**config.mk**
```make
export PLATFORM = sky130hd
export DESIGN_NAME = conv_1x1_weight_bank
export DESIGN_NICKNAME = d
export VERILOG_FILES = /design/src/rtl/conv_1x1_weight_bank.sv
export SDC_FILE = /design/constraint.sdc
export NUM_CORES = 2
export LEC_CHECK = 0
export CORE_AREA = 10 10 582 299
export DETAILED_ROUTE_END_ITERATION = 6
export DIE_AREA = 0 0 592 309
export PLACE_DENSITY = 0.66
export RECOVER_POWER = 25
export REMOVE_ABC_BUFFERS = 1
export SLEW_MARGIN = 20
export SYNTH_ARGS = -nofsm -noshare
export SYNTH_HDL_FRONTEND = slang
export SYNTH_SLANG_ARGS = --single-unit
```
**constraint.sdc**
```tcl
create_clock -name clk -period 7.5 [get_ports clk]
set_clock_uncertainty 0.05 [all_clocks]
set_input_delay 1.5 -clock clk [delete_from_list [all_inputs] [get_ports clk]]
set_output_delay 1.5 -clock clk [all_outputs]
set_load 0.05 [all_outputs]
```
**src/rtl/conv_1x1_weight_bank.sv**
```systemverilog
// Weight bank for the 1x1 convolution layers: fills DEPTH weights from the loader
// stream, then serves them to the MAC array either once (consume) or cyclically (replay).
module conv_1x1_weight_bank #(
  parameter int DATA_WIDTH = 32,
  parameter int DEPTH      = 64,
  parameter int ADDR_WIDTH = 6
) (
  input  logic                  clk,
  input  logic                  reset,
  input  logic                  valid_in,
  input  logic [DATA_WIDTH-1:0] in,
  input  logic                  load_weights,
  input  logic                  replay_en,
  output logic [DATA_WIDTH-1:0] out_buffer_weight,
  output logic                  valid_out,
  output logic                  last_out,
  output logic                  weights_ready,
  output logic                  overflow
);

  typedef enum logic [0:0] {
    FILL  = 1'b0,
    READY = 1'b1
  } state_t;

  // Pointers wrap at DEPTH-1, not at 2^ADDR_WIDTH, so odd depths work.
  localparam logic [ADDR_WIDTH-1:0] LAST_IDX = ADDR_WIDTH'(DEPTH - 1);
  localparam logic [ADDR_WIDTH-1:0] ZERO_IDX = {ADDR_WIDTH{1'b0}};
  localparam logic [ADDR_WIDTH-1:0] ONE_IDX  = ADDR_WIDTH'(1'b1);

  state_t                  state_r;
  state_t                  state_s;
  logic [DATA_WIDTH-1:0]   in_q_r;
  logic                    vin_q_r;
  logic [ADDR_WIDTH-1:0]   wr_ptr_r;
  logic [ADDR_WIDTH-1:0]   rd_ptr_r;
  logic                    wr_en_s;
  logic                    rd_en_s;
  logic                    ovf_s;
  logic                    wr_last_s;
  logic                    rd_last_s;
  logic [DATA_WIDTH-1:0]   mem [DEPTH];

  // Input stage: register the loader stream once before it reaches the RAM.
  always_ff @(posedge clk) begin
    if (reset) begin
      vin_q_r <= 1'b0;
      in_q_r  <= {DATA_WIDTH{1'b0}};
    end else begin
      vin_q_r <= valid_in;
      in_q_r  <= in;
    end
  end

  // Decode: FILL only writes, READY only reads; a write while READY is an overflow.
  always_comb begin
    wr_en_s   = 1'b0;
    rd_en_s   = 1'b0;
    ovf_s     = 1'b0;
    wr_last_s = (wr_ptr_r == LAST_IDX);
    rd_last_s = (rd_ptr_r == LAST_IDX);
    state_s   = state_r;
    case (state_r)
      FILL: begin
        wr_en_s = vin_q_r;
        if (vin_q_r && wr_last_s) begin
          state_s = READY;
        end else begin
          state_s = FILL;
        end
      end
      READY: begin
        rd_en_s = load_weights;
        ovf_s   = vin_q_r;
        // replay_en only matters on the wrap read
        if (load_weights && rd_last_s && !replay_en) begin
          state_s = FILL;
        end else begin
          state_s = READY;
        end
      end
      default: begin
        state_s = FILL;
      end
    endcase
  end

  // Weight RAM write port; contents intentionally survive reset.
  always_ff @(posedge clk) begin
    if (wr_en_s) begin
      mem[wr_ptr_r] <= in_q_r;
    end
  end

  // State, pointers and registered outputs.
  always_ff @(posedge clk) begin
    if (reset) begin
      state_r           <= FILL;
      wr_ptr_r          <= ZERO_IDX;
      rd_ptr_r          <= ZERO_IDX;
      out_buffer_weight <= {DATA_WIDTH{1'b0}};
      valid_out         <= 1'b0;
      last_out          <= 1'b0;
      weights_ready     <= 1'b0;
      overflow          <= 1'b0;
    end else begin
      state_r       <= state_s;
      weights_ready <= (state_s == READY);
      if (ovf_s) begin
        overflow <= 1'b1;
      end
      if (wr_en_s) begin
        wr_ptr_r <= wr_last_s ? ZERO_IDX : (wr_ptr_r + ONE_IDX);
      end
      if (rd_en_s) begin
        out_buffer_weight <= mem[rd_ptr_r];
        rd_ptr_r          <= rd_last_s ? ZERO_IDX : (rd_ptr_r + ONE_IDX);
        valid_out         <= 1'b1;
        last_out          <= rd_last_s;
      end else begin
        valid_out <= 1'b0;
        last_out  <= 1'b0;
      end
    end
  end

endmodule

```
==> Yosys cells after proc, flatten, opt, wreduce, memory -nomap -nowiden <==
Memory sizes are Yosys's and may differ from the RTL's. A register that Yosys moved wholly into a read port is not among the register bits.
Cells that the tools add are included.
Widths: inputs -> output; s select.
{ "word_totals": {"latch_bits": 0, "in_bits": 37, "mem_count": 1, "ff_bits": 49, "out_inout_bits": 36, "rom_bits": 0, "ramBits": 2048, "elab_cells": 31} }
{ "mem_list": {"columns": ["name", "depth", "width", "rd", "rd_ports_with_merged_regs", "write_ports", "line", "source"], "rows": [
  ["mem", 64, 32, 1, 1, 1, "42", "logic [DATA_WIDTH-1:0] mem [DEPTH];"]
]} }
{ "op_classes": {"n_mul": 0, "addsub": 2, "bitwise_logic": 2, "eq_ne": 2, "reduce_logical": 5, "shift": 0, "mux": 11, "div": 0, "n_lt_le_gt_ge": 0} }
{ "ops": {"columns": ["cell", "n"], "rows": [
  ["$add 6x1->6 const B", 2],
  ["$eq 6x6->1 const B", 2],
  ["$mux 6", 2],
  ["$mux 1", 8],
  ["$logic_and 1x1->1", 3],
  ["$not 1->1", 2],
  ["$pmux 1 s2", 1],
  ["$reduce_or 2->1", 1],
  ["$logic_not 1->1", 1]
]} }

==> Logic depth before layout (Yosys ltp) <==
{ "logic_depth": {"word_depth": 5, "depth_mapped": 11, "depth_no_buf": 5} }

==> Least setup slack after synthesis <==
Ideal clock, no wire load.
{ "synth_timing": {"path_kind": "reg2reg", "startpoint": "register state_r", "endpoint": "memory mem[47][0] (enable)", "t_arrival_ps": 2662, "path_buffers": 1, "setup_time_ps": 421, "stages_incl_launch_ff": 5, "slack_ps": 4366, "period_less_slack_ps": 3134, "t_required_ps": 7029, "cell_sequence": "dfxtp_1 -> and3b_1 -> clkbuf_1 -> nand3_1 -> nor2_1"} }
{ "synth_between": {"elab_chain_cells": 3} }
{ "synth_rtl": {"columns": ["item", "line", "source"], "rows": [
  ["start: declaration", "31", "state_t state_r;"],
  ["start signal: assignment", "107", "state_r <= state_s;"],
  ["$mux 1", "63", "case (state_r)"],
  ["$mux 1", "90", "if (wr_en_s) begin"],
  ["$mux 1 (implied by the code)", "91", "mem[wr_ptr_r] <= in_q_r;"],
  ["end: declaration", "42", null]
]} }
No other way between the ends.

==> run summary <==
status: finished with violations
violated checks: max-capacitance violations, max-slew violations
clock slew seen by the registers of the worst setup and hold paths: 70 ps
total gr overflow: 0
total power: 23.0 mW
Synth cell types: 72
VDD IR-drop max: 0.250 mV
worst skew pair latency: 810 ps
largest net degree at the start of global routing: 116
area grow syn2layout: 12.1%
PortBufs: 72
r2r setup slk: 2960 ps
Synth Instances: 3831
Static Leak: 27.4 nW
dpl cells: 6015
# Max-Cap Violations: 28
Hold Crit Start: overflow
most frequent cell after synthesis: edfxtp_1
drt pass-1 iters: 5
RSZ-0062 raised after global routing: no
first-pass GRT wire length: 310000 um
Inserted Clock Buffers: 184
main flop type after synthesis: edfxtp_1
Vias: 41100
root buffer cell: clkbuf_16
crit path max fanout: 51
Crit Path Class: flop to flop
initial DRC count: 6425
initial core utilization: 49.8%
cts hold-fix bufs: 0
via count of the first global-routing pass: 40300
final cycle utilization of the critical path: 60.6%
ys async rst share: 0%
die height: 309 um
WL/cell: 34.3 um
minimum clock period: 4540 ps
Least-Margin Pin Slew: 3840 ps
RR Startpoint: rd_ptr_r[2]
EDFF count, synth: 2048
leading area contributor after synthesis: edfxtp_1
Syn. warnings: 0
final core occ: 55.8%
CP endpoint kind: flop
hold depth: 2
top post-synthesis cells by count: edfxtp_1, mux4_2, mux2i_1
Resized cells post-CTS: 0
Die X: 592 um
Yosys top cell area share: 75.6%
core area: 163000 um^2
Final nets: 4047
synthesized flop and latch total: 2129
cells on worst reg2reg path: 6
PD cells: 252 nW/um^2
Seq/Total Area, Yosys: 77.6%
RR Endpoint: out_buffer_weight[16]
Placer Congestion: 0.882
share of layout cells above drive strength 1: 22.4%
Tightest Hold Check Type: flop to flop
Residual DRC: 0
Via density: 6.45
H-tree Lvls: 4
# setup viols final: 0
setup repair bufs after CTS: 0
worst relative slew slack: -156%
final WL: 218000 um
placed cell area: 85200 um^2
fin area: 91200 um^2
Fmax: 220 MHz
TNS Setup: 0 ps
row count: 105
Post-Syn Area per Cell: 21.2 um^2
antenna viol nets, final: 0
Die ar.: 183000 um^2
CTS Sinks: 2129
GRT Total Usage: 23.7%
initial antenna violation count: 10
Final Hold Vio Count: 0
post-route insts no fill: 6367
Worst EP arrival: 5110 ps
Hold Path End: overflow
top cells by area, synth: edfxtp_1, mux4_2, mux2i_1
CTS max path bufs: 3
Setup crit start kind: flop
CTS tree: done
WP data required: 8070 ps
fill cell count: 11900
Netlist Area Pre-Place: 81400 um^2
boundary pin count: 73
Post-DP HPWL: 127000 um
final slew viol count: 1820
==> area by class of cell <==
class / count / area (um^2) / share of cell area [%]
multi-input cells: 1478 / 17400 / 19.1
clock buffers: 276 / 5390 / 5.91
repair buffers: 210 / 1770 / 1.94
flip-flops and latches: 2129 / 63200 / 69.3
diodes: 3 / 7.51 / 0.00823
inverters: 5 / 20.0 / 0.0220
well taps: 2193 / 2740 / 3.01
clock inverters: 73 / 703 / 0.771
==> critical path, stage by stage (launching register included) <==
cell and delay, ps:
dfxtp_4 940, clkinv_2 990, buf_4 650, mux2i_1 310
o22ai_1 230, a2111oi_2 840, a211oi_1 180
==> power breakdown <==
group / internal, mW / switching (mW) / total (mW)
logic: 0.0454 / 0.276 / 0.321
clock network: 5.39 / 4.23 / 9.62
registers: 13.1 / 0.0130 / 13.1
total: 18.5 / 4.52 / 23.0
==> sequential cells by signal (all words and copies together), names as in the netlist, 6 cells and up <==
| register | count |
|---|---|
| in_q_r | 32 |
| mem | 2048 |
| out_buffer_weight | 32 |
| rd_ptr_r | 6 |
| wr_ptr_r | 6 |
==> routing by layer <==
| layer | global-route usage [%] | part of all wire, % | wire, um |
|---|---|---|---|
| met5 | 0 | 0.0064 | 14 |
| met1 | 34.4 | 40 | 87300 |
| met3 | 6.53 | 12 | 26200 |
| met4 | 6.96 | 2.9 | 6420 |
| met2 | 35.2 | 45 | 98400 |
==> kinds of logic (layout without fill, tap and decap cells) <==
| group | count (synthesis) | in the layout | share of synthesized area, % |
|---|---|---|---|
| AO/OA/AOI/OAI | 399 | 399 | 3.67 |
| XOR/XNOR | 8 | 8 | 0.0861 |
| adder cells (fa/ha/maj) | 2 | 2 | 0.0307 |
| buffers and inverters | 224 | 564 | 1.69 |
| flip-flops | 2129 | 2129 | 77.6 |
| multiplexers | 679 | 679 | 14.7 |
| other | 0 | 3 | 0 |
| AND/OR/NAND/NOR | 390 | 390 | 2.22 |
==> per-stage QoR <==
stage	hold WS (ps)	worst slack, ps
after floorplan	447	-13670
after global placement	397	2570
after detailed placement	438	2920
after CTS	454	3070
after global routing	491	2850
final	447	2960
==> placed cells by master, fill, tap and decap left out, types with 12 or more instances in the layout <==
cell,count
nor2b_1,58
clkbuf_8,29
a311oi_1,23
clkinv_2,28
nor3_1,12
clkbuf_1,83
dfxtp_1,58
clkbuf_16,191
a22oi_1,46
a211oi_1,46
nor2_4,63
a22o_1,37
nand2_1,109
o21ai_0,26
clkinv_1,22
mux2i_1,221
buf_4,102
mux4_2,387
o221ai_1,23
clkdlybuf4s50_1,67
a221oi_1,19
mux4_1,17
dfxtp_2,20
nor2_1,76
nand3_1,16
mux2_2,54
a21oi_1,53
o22ai_1,39
bufinv_16,12
edfxtp_1,2048
==> how the worst max path moves through the flow <==
stage | startpoint | to | slack (ps) | cells after the start
2_1_floorplan | rd_ptr_r[0] | out_buffer_weight[12] | -13670 | 5
3_3_place_gp | rd_ptr_r[2] | out_buffer_weight[16] | 2570 | 6
3_5_place_dp | load_weights | out_buffer_weight[24] | 2920 | 6
4_1_cts | rd_ptr_r[2] | out_buffer_weight[16] | 3070 | 6
5_1_grt | rd_ptr_r[2] | out_buffer_weight[16] | 2850 | 6
6_report | rd_ptr_r[2] | out_buffer_weight[16] | 2960 | 6
Note: power is estimated with default switching activity, not from simulation.
